File: src/rtl/pwm_capture.sv
// pwm_capture: measures high time, period and 10-bit duty of an external
// PWM waveform. The input is synchronised and edge-detected, a small FSM
// times rise-to-fall and rise-to-rise, and a 10-step restoring divider
// turns (H, P) into floor(H*1024/P) on the same scale as the PWM duty word.
module pwm_capture #(
    parameter int CNT_WIDTH = 16,
    parameter int TIMEOUT   = 65535
) (
    input  logic                 clk,
    input  logic                 rst,
    input  logic                 enable,
    input  logic                 pwm_in,
    output logic [CNT_WIDTH-1:0] high_cnt,
    output logic [CNT_WIDTH-1:0] period_cnt,
    output logic [9:0]           duty,
    output logic                 valid,
    output logic                 timeout,
    output logic                 busy
);

    typedef enum logic [1:0] {WAIT_RISE, MEAS_HIGH, MEAS_LOW} state_t;

    localparam logic [CNT_WIDTH-1:0] TO_V = CNT_WIDTH'(TIMEOUT);
    localparam logic [CNT_WIDTH-1:0] ONE  = CNT_WIDTH'(1);

    // input conditioning
    logic       s1_q, s2_q, prev_q;
    logic       rise_q, fall_q;
    logic [1:0] arm_q;

    // measurement and divider state
    state_t               state_q;
    logic [CNT_WIDTH-1:0] cnt_q, hlat_q;
    logic [CNT_WIDTH-1:0] div_h_q, div_p_q, rem_q;
    logic [8:0]           quo_q;
    logic [3:0]           dcnt_q;
    logic                 busy_q, valid_q, to_q;
    logic [CNT_WIDTH-1:0] high_q, period_q;
    logic [9:0]           duty_q;

    // divider step and timeout detect
    logic [CNT_WIDTH:0]   shl_d;
    logic                 ge_d;
    logic [CNT_WIDTH-1:0] rem_d;
    logic [9:0]           quo_d;
    logic                 to_hit_d;

    // 2-flop synchroniser, edge register and registered strobes; strobes are
    // held off for 3 cycles after reset so a high pin does not look like a rise
    always_ff @(posedge clk) begin
        if (rst) begin
            s1_q   <= 1'b0;
            s2_q   <= 1'b0;
            prev_q <= 1'b0;
            rise_q <= 1'b0;
            fall_q <= 1'b0;
            arm_q  <= 2'd0;
        end else begin
            s1_q   <= pwm_in;
            s2_q   <= s1_q;
            prev_q <= s2_q;
            if (arm_q != 2'd3) arm_q <= arm_q + 2'd1;
            rise_q <= (arm_q == 2'd3) &&  s2_q && !prev_q;
            fall_q <= (arm_q == 2'd3) && !s2_q &&  prev_q;
        end
    end

    // one restoring step: remainder stays below P, so only one extra bit is needed
    always_comb begin
        shl_d    = {rem_q, 1'b0};
        ge_d     = shl_d >= {1'b0, div_p_q};
        rem_d    = ge_d ? CNT_WIDTH'(shl_d - {1'b0, div_p_q}) : shl_d[CNT_WIDTH-1:0];
        quo_d    = {quo_q, ge_d};
        to_hit_d = (state_q != WAIT_RISE) && (cnt_q == TO_V);
    end

    // measurement FSM, divider and registered outputs
    // priority: rst > enable low > timeout > divider/edges
    always_ff @(posedge clk) begin
        if (rst) begin
            state_q  <= WAIT_RISE;
            cnt_q    <= '0;
            hlat_q   <= '0;
            div_h_q  <= '0;
            div_p_q  <= '0;
            rem_q    <= '0;
            quo_q    <= '0;
            dcnt_q   <= '0;
            busy_q   <= 1'b0;
            valid_q  <= 1'b0;
            to_q     <= 1'b0;
            high_q   <= '0;
            period_q <= '0;
            duty_q   <= '0;
        end else if (!enable) begin
            state_q <= WAIT_RISE;
            busy_q  <= 1'b0;
            valid_q <= 1'b0;
        end else begin
            valid_q <= 1'b0;
            if (to_hit_d) begin
                // stuck input: report it and drop whatever was in flight
                to_q     <= 1'b1;
                high_q   <= '0;
                period_q <= '0;
                duty_q   <= (state_q == MEAS_HIGH) ? 10'd1023 : 10'd0;
                valid_q  <= 1'b1;
                busy_q   <= 1'b0;
                state_q  <= WAIT_RISE;
            end else begin
                if (busy_q) begin
                    rem_q  <= rem_d;
                    quo_q  <= quo_d[8:0];
                    dcnt_q <= dcnt_q + 4'd1;
                    if (dcnt_q == 4'd9) begin
                        busy_q   <= 1'b0;
                        high_q   <= div_h_q;
                        period_q <= div_p_q;
                        duty_q   <= quo_d;
                        valid_q  <= 1'b1;
                        to_q     <= 1'b0;
                    end
                end
                case (state_q)
                    WAIT_RISE: begin
                        if (rise_q) begin
                            cnt_q   <= ONE;
                            state_q <= MEAS_HIGH;
                        end
                    end
                    MEAS_HIGH: begin
                        cnt_q <= cnt_q + ONE;
                        if (fall_q) begin
                            hlat_q  <= cnt_q;
                            state_q <= MEAS_LOW;
                        end
                    end
                    MEAS_LOW: begin
                        if (rise_q) begin
                            // closing rise also opens the next period
                            cnt_q   <= ONE;
                            state_q <= MEAS_HIGH;
                            // H < P, so the quotient's upper bits are zero and
                            // the remainder can start at H directly
                            if (!busy_q) begin
                                busy_q  <= 1'b1;
                                rem_q   <= hlat_q;
                                quo_q   <= '0;
                                dcnt_q  <= '0;
                                div_h_q <= hlat_q;
                                div_p_q <= cnt_q;
                            end
                        end else begin
                            cnt_q <= cnt_q + ONE;
                        end
                    end
                    default: state_q <= WAIT_RISE;
                endcase
            end
        end
    end

    assign high_cnt   = high_q;
    assign period_cnt = period_q;
    assign duty       = duty_q;
    assign valid      = valid_q;
    assign timeout    = to_q;
    assign busy       = busy_q;

endmodule

File: config.mk
export PLATFORM = sky130hd
export DESIGN_NAME = pwm_capture
export DESIGN_NICKNAME = d
export VERILOG_FILES = /design/src/rtl/pwm_capture.sv
export SDC_FILE = /design/constraint.sdc
export NUM_CORES = 1
export LEC_CHECK = 0
export BUFFER_PORTS_ARGS = -buffer_cell sky130_fd_sc_hd__buf_2
export CORE_MARGIN = 3
export CORE_UTILIZATION = 37
export CTS_CLUSTER_DIAMETER = 120
export CTS_CLUSTER_SIZE = 40
export DETAILED_ROUTE_END_ITERATION = 8
export PLACE_DENSITY = 0.63
export SYNTH_ARGS = -nofsm -noshare
export SYNTH_HDL_FRONTEND = slang
export SYNTH_SLANG_ARGS = --single-unit
File: constraint.sdc
create_clock -name clk -period 2.8 [get_ports clk]
set_input_delay 0.28 -clock clk [delete_from_list [all_inputs] [get_ports clk]]
set_output_delay 0.28 -clock clk [all_outputs]
set_load 0.01 [all_outputs]
==> results.md, run 1 <==
* # setup viols final at 0
* First-pass GRT wire length at around 30000 um
* Top-count cell post-synth: dfxtp_1
* Status: finished, final reports clean
* Die X at 140 um
* Max_cap viols at 0
* Port Buf Inserts at 48
* Sequential area share after synthesis at about 44%
* Root buf cell: clkbuf_16
* # Post-CTS Setup Buffers at 0
* Switching Share at 21.7%
* Worst path required time at 3.10 ns
* Critical Path Slowest Stage Cell: o311ai_0
* CP cell instances: buf_4 > fa_1 > nor2b_1 > o2111ai_1 > and2_1 > o311ai_0 > a21oi_1 > xor2_1 > a31oi_1
* Headroom to the max-slew limit at 56.5%
* Synthesized Nets at 841
* Routed length per instance at 16.8 um
* Initial DRC Count at between 500 and 600
* Yosys reg bits at 147
* Total CTS buffers at 17
* Synth top area share at 44.2%
* Combinational share of power at about 3%
* Hpwl dp at ~13000 um
* Pwr dens at ~580 nW/um^2
* Initial Utilization at 38.1%
* Max H-tree Level at 4
* Type of the worst min-delay path: input port to flip-flop
* Synth area leader: dfxtp_1
* Int Power at around 3600 uW
* Seq. cell area at 2940 um^2
* Post-synth EDFFs at 0
* Tcrit/Tclk final at between 90% and 100%
* Final hold slack at approximately 0.079 ns
* Cells taking the most area after synthesis: dfxtp_1 (44%), nand2_1 (7.4%), a21oi_1 (6.6%)
* Antenna cells at 0
* Ports at ~50
* Critical Path AT at 2.93 ns
* Die area at 19600 um^2
* Worst Tran Pin Value at 0.653 ns
* CTS sink cnt at between 100 and 150
* Kind of critical path: flip-flop to flip-flop
* Worst setup SP type: flip-flop
* Antenna violations before repair at 0
* Clock Skew at ~0.0083 ns
* Drt first pass iters at 5
* Clock Pin Slew Worst Setup and Hold Paths at 0.06 ns
* Area of the multi-input gates at 3380 um^2
* Tmin final at 2.63 ns
* Ys flop type: dfxtp_1
* # hold bufs at CTS at 0
* CTS tree: built
* Leak at 0.00309 uW
* Die Span Y at 140 um
* Fin. Hold Viols at 0
* Post-Syn Instances at 811
* Clock Path Buffers at 2
* Final ANT Viol Nets at 0
* Core area at 17500 um^2
* Clk pwr share at 50.6%
* Vias per Instance at 5.42
* Via Count at 5965
* Site row count at 48
* Vias in the first global route at 5525
* TNS Setup at 0 ns
* GPL Wtd Cong at 0.949
* Pins over their slew limit at 0
* Largest vdd supply drop at 0.429 mV
* Sw Pwr at 984 uW
* Fillers at 1725
* Endpoint class of the critical path: flip-flop
* Worst-skew pair later-pin latency at ~0.42 ns
* CTS resizes at 0
* Largest net degree at the start of global routing at 46
* Post-synthesis cell type count at 57
* Synth top cells by count: dfxtp_1 (147), nand2_1 (131), nor2_1 (98)
* Detailed-route DRC error count at 0
* Fmax at between 300 and 400 MHz
* Ratio of cells with drive above 1 in the final layout at about 15%
* Flop pwr share at 46.4%
* Gr usage total at a little under a fifth
* Area grow syn2layout at 17.8%
* Final WL at roughly 18000 um
* Post-synth ARST share at 0%
* Global route overflow at 0
* Count of nets after finishing at just under 900
* Cell Area, Synth at between 6000 and 7000 um^2
* Max FO, Critical Path at 3
* Yosys Warn Count at 0
* Max incr delay on CP at 0.51 ns
* RSZ-0062 raised after global routing: false
* Mean Syn Cell Area at 8.21 um^2
==> routing by layer <==
| layer | routed length (um) | part of all wire (%) | vias to the layer above | track usage, % |
|---|---|---|---|---|
| met4 | 378 | 2.0 | 0 | 6.07 |
| met3 | 1250 | 6.8 | 30 | 4.13 |
| li1 | - | - | 2946 | - |
| met1 | 8790 | 48 | 2779 | 27.3 |
| met5 | 0 | 0 | - | 0 |
| met2 | 8040 | 44 | 210 | 27.9 |
==> path summary, 6_finish.rpt <==
path,depth (start not counted),endpoint,slack (ns),start
max,9,rem_q[14],0.17,div_p_q[1]
min,2,s1_q,0.08,pwm_in
max reg2reg,9,rem_q[14],0.17,div_p_q[1]
min reg2reg,1,rise_q,0.43,prev_q
==> cell type report <==
cell class                 instances  share of cell area, %
clock inverter                    11                   1.61
sequential                       147                   37.5
multi-input combinational        580                   43.2
tap                              225                   3.59
timing repair buffer              82                   6.35
clock buffer                      21                   6.13
inverter                          34                   1.63
==> layout by cell type, fill, tap and decap left out, types with 3 or more instances in the layout <==
cell / Yosys / routed
a21o_1: 8 / 8
a21oi_1: 88 / 88
a22oi_1: 47 / 47
a31oi_1: 12 / 12
and3_1: 3 / 3
buf_2: 12 / 47
buf_4: 4 / 35
clkbuf_16: 0 / 17
clkbuf_8: 0 / 4
clkinvlp_4: 0 / 4
dfxtp_1: 147 / 147
ha_1: 25 / 25
inv_1: 34 / 34
mux2_2: 3 / 3
mux2i_1: 9 / 9
nand2_1: 131 / 131
nand2b_1: 5 / 5
nand3_1: 11 / 11
nand4_1: 6 / 6
nor2_1: 98 / 96
nor2b_1: 8 / 8
nor3_1: 5 / 5
nor4_1: 6 / 6
o211ai_1: 3 / 3
o21a_1: 5 / 5
o21ai_0: 30 / 30
o221ai_1: 9 / 9
o22ai_1: 6 / 6
o311ai_0: 3 / 3
or3_1: 7 / 7
xnor2_1: 9 / 9
xor2_1: 10 / 10
==> worst max-delay path, delay by kind of cell, from the launching register on <==
family,cells,cell delay [ns]
compound gates,4,0.95
xor+xnor,1,0.18
fa+ha+maj,1,0.44
buf+inv,1,0.16
flops,1,0.33
simple gates,2,0.44
==> flip-flops by register name (all words and copies together) (netlist names), 4 cells and up <==
| register | flops |
|---|---|
| cnt_q | 16 |
| div_h_q | 16 |
| div_p_q | 16 |
| high_cnt | 16 |
| hlat_q | 16 |
| period_cnt | 16 |
| rem_q | 16 |
| duty | 10 |
| quo_q | 9 |
| dcnt_q | 4 |
==> per-stage QoR <==
stage                     setup WS [ns]  cell area [um^2]  utilization, %  power [uW]  instances
after CTS                         0.182              7840            44.8        4580       1100
after global placement            0.196              7230            41.4        2290       1068
after floorplan                   0.402              6660               -        2250        811
final                             0.167              7840            44.9        4540       1100
after global routing             0.0139              7840            44.9        4690       1100
after detailed placement          0.191              7230            41.4        2290       1068
==> logic make-up (layout without fill, tap and decap cells) <==
family	Yosys count	in the layout	synth area share (%)
muxes	12	12	1.86
DFF	147	147	44.2
buffers and inverters	84	148	5.19
and+or+nand+nor	295	295	19.6
AOI/OAI and AO/OA	228	228	21.6
xor gates and xnor gates	19	19	2.50
adders and majority gates	26	26	5.00
==> power groups by stage <==
stage          Sequential (uW)  Combinational, uW  Clock (uW)
3_3_place_gp              2150                134           0
5_1_grt                   2110                151        2430
2_1_floorplan             2150               95.5           0
3_5_place_dp              2150                134           0
6_report                  2110                137        2300
4_1_cts                   2110                135        2340
No activity file was read; power rests on OpenSTA's default activity.
==> run 2: changes to the inputs <==
Settings changed: MAX_ROUTING_LAYER set to met4.
==> run 2 against run 1 <==
Against the previous run: register-to-register slack hardly changed; sequential share of layout area is 0.23 points lower; cell count is 0.91% higher; hold slack worse by 0.018 ns; clock power is 2% lower; sequential power hardly changed; count of clock-buffer cells in the layout stayed put; non-clock buffer count is 10 higher; routed wire length is 1.4% higher; design area is 0.62% higher; largest power group unchanged; highest routed layer unchanged.
==> results.md, run 2 (same netlist as run 1, synthesis figures left out) <==
* Largest net degree at the start of global routing at 89
* Reg2Reg Capture Point: rem_q[1]
* Largest vdd supply drop at 0.409 mV
* Total power draw at around 4500 uW
* Gr usage total at roughly a fifth
* Hold path start: pwm_in
* Initial Utilization at 38.1%
* Leak at 0.00313 uW
* Ports at 49
* Final WL at 18700 um
* Count of nets after finishing at 902
* Pins over their slew limit at 0
* Flop pwr share at 46.9%
* Via Count at 6075
* WHS Path Cells at 2
* Clk pwr share at about 50%
* Crit path buf inv count at 1
* Vias in the first global route at ~5600
* Max FO, Critical Path at 9
* Worst r2r src: rem_q[1]
* Detailed-route DRC error count at 0
* CP cell instances: ha_1 > nor2_1 > a211o_1 > a21oi_1 > o41ai_2 > o21ai_2 > buf_4 > nor4_1 > or3_1
* Pwr dens at 569 nW/um^2
* Root buf cell: clkbuf_16
* Global route overflow at 0
* # setup viols final at 0
* TNS Setup at 0 ns
* Crit path max-delay family: compound AO/OA/AOI/OAI gates
* Antenna violations before repair at 0
* Fin. Hold Viols at 0
* WHS Endpoint: s1_q
* Max_cap viols at 0
* Routed length per instance at 16.9 um
* Die area at between 15000 and 20000 um^2
* Combinational share of power at 3.0%
* Antenna cells at 0
* RSZ-0062 raised after global routing: false
* Switching Share at between 20% and 30%
* Endpoint class of the critical path: flip-flop
* Total CTS buffers at 17
* Die Span Y at 140 um
* Finished Core Util at 45.1%
* Drt first pass iters at 8
* Sw Pwr at 1000 uW
* GPL Wtd Cong at 0.960
* Most frequent cells in the layout: dfxtp_1 (147), nand2_1 (131), nor2_1 (97), a21oi_1 (88)
* Core area at 17500 um^2
* Tcrit/Tclk final at 94.0%
* Ratio of cells with drive above 1 in the final layout at ~15%
* CTS tree: built
* Critical Path Slowest Stage Cell: dfxtp_1
* Port Buf Inserts at 48
* Fmax at around 380 MHz
* Worst path required time at 3.11 ns
* Final hold slack at around 0.061 ns
* First-pass GRT wire length at about 30000 um
* Reg2Reg Depth at 9
* Site row count at 48
* Clock Pin Slew Worst Setup and Hold Paths at around 0.060 ns
* Final Cell Area at between 7000 and 8000 um^2
* Clock Path Buffers at 2
* Vias per Instance at 5.47
* Status: finished, final reports clean
* Max H-tree Level at 4
* Type of the worst min-delay path: input port to flip-flop
* Post-DP Area at 7310 um^2
* Hpwl dp at 13300 um
* Commonest non-fill, non-tap cell in the layout: dfxtp_1
* Tmin final at 2.63 ns
* Headroom to the max-slew limit at just under 40%
* R2R setup slack at between 0.15 and 0.2 ns
* Worst-skew pair later-pin latency at 0.43 ns
* Clock Skew at ~0.01 ns
* CTS sink cnt at ~150
* Initial DRC Count at 663
* Worst setup SP type: flip-flop
* Worst Tran Pin Value at ~0.9 ns
* Int Power at 3490 uW
* Kind of critical path: flip-flop to flip-flop
* Die X at roughly 140 um
* Critical Path AT at slightly below 3 ns
* Max incr delay on CP at ~0.44 ns
* Fillers at 1728
* Final ANT Viol Nets at 0
* Area grow syn2layout at 18.5%
-- run 2: cell count changes in the layout (fill, tap and decap cells not counted), sizes merged --
cell,delta
clkinvlp,-2
buf,+10
clkinv,+2
-- run 2: how the worst max path moves through the flow --
| stage | startpoint | endpoint | slack [ns] | cells past startpoint |
|---|---|---|---|---|
| floorplan | div_p_q[5] | rem_q[1] | 0.40 | 9 |
| global placement | state_q[0] | div_p_q[1] | 0.17 | 9 |
| detailed placement | state_q[0] | div_p_q[0] | 0.18 | 9 |
| CTS | state_q[0] | div_p_q[0] | 0.16 | 9 |
| global route | div_p_q[6] | rem_q[1] | 0.007 | 10 |
| finish | rem_q[1] | rem_q[1] | 0.17 | 9 |
-- run 2: metrics by stage --
stage	std cells	worst slack, ns
floorplan	811	0.402
global placement	1078	0.172
detailed placement	1078	0.180
CTS	1110	0.159
global route	1110	0.00712
finish	1110	0.169
-- run 2: per-layer routing --
layer,part of all wire (%),GRT usage (%),vias to the layer above
met5,0,-,-
met4,2.8,7.85,0
met3,6.3,4.27,37
met2,43,27.8,216
met1,48,28.0,2847
li1,-,-,2975
-- run 2: power by group through the flow --
stage               logic, uW  clock network (uW)  registers, uW
floorplan                95.5                   0           2150
global placement          132                   0           2150
detailed placement        132                   0           2150
CTS                       133                2290           2110
global route              150                2360           2110
finish                    133                2250           2110
-- run 2: timing repair --
| item | 4_1_cts | 5_1_grt |
|---|---|---|
| setup buffers | 0 | 0 |
| setup endpoints to repair | 0 | 19 |
| hold buffers | 0 | 0 |
| gates resized for setup | 0 | 1 |
-- run 2: area by class of cell --
class / instances / area (um^2) / share of cell area (%)
clock buffers: 21 / 450 / 5.71
clock inverters: 11 / 129 / 1.63
inverters: 34 / 128 / 1.62
multi-input cells: 580 / 3380 / 42.9
flip-flops and latches: 147 / 2940 / 37.3
well taps: 225 / 282 / 3.57
repair buffers: 92 / 577 / 7.31
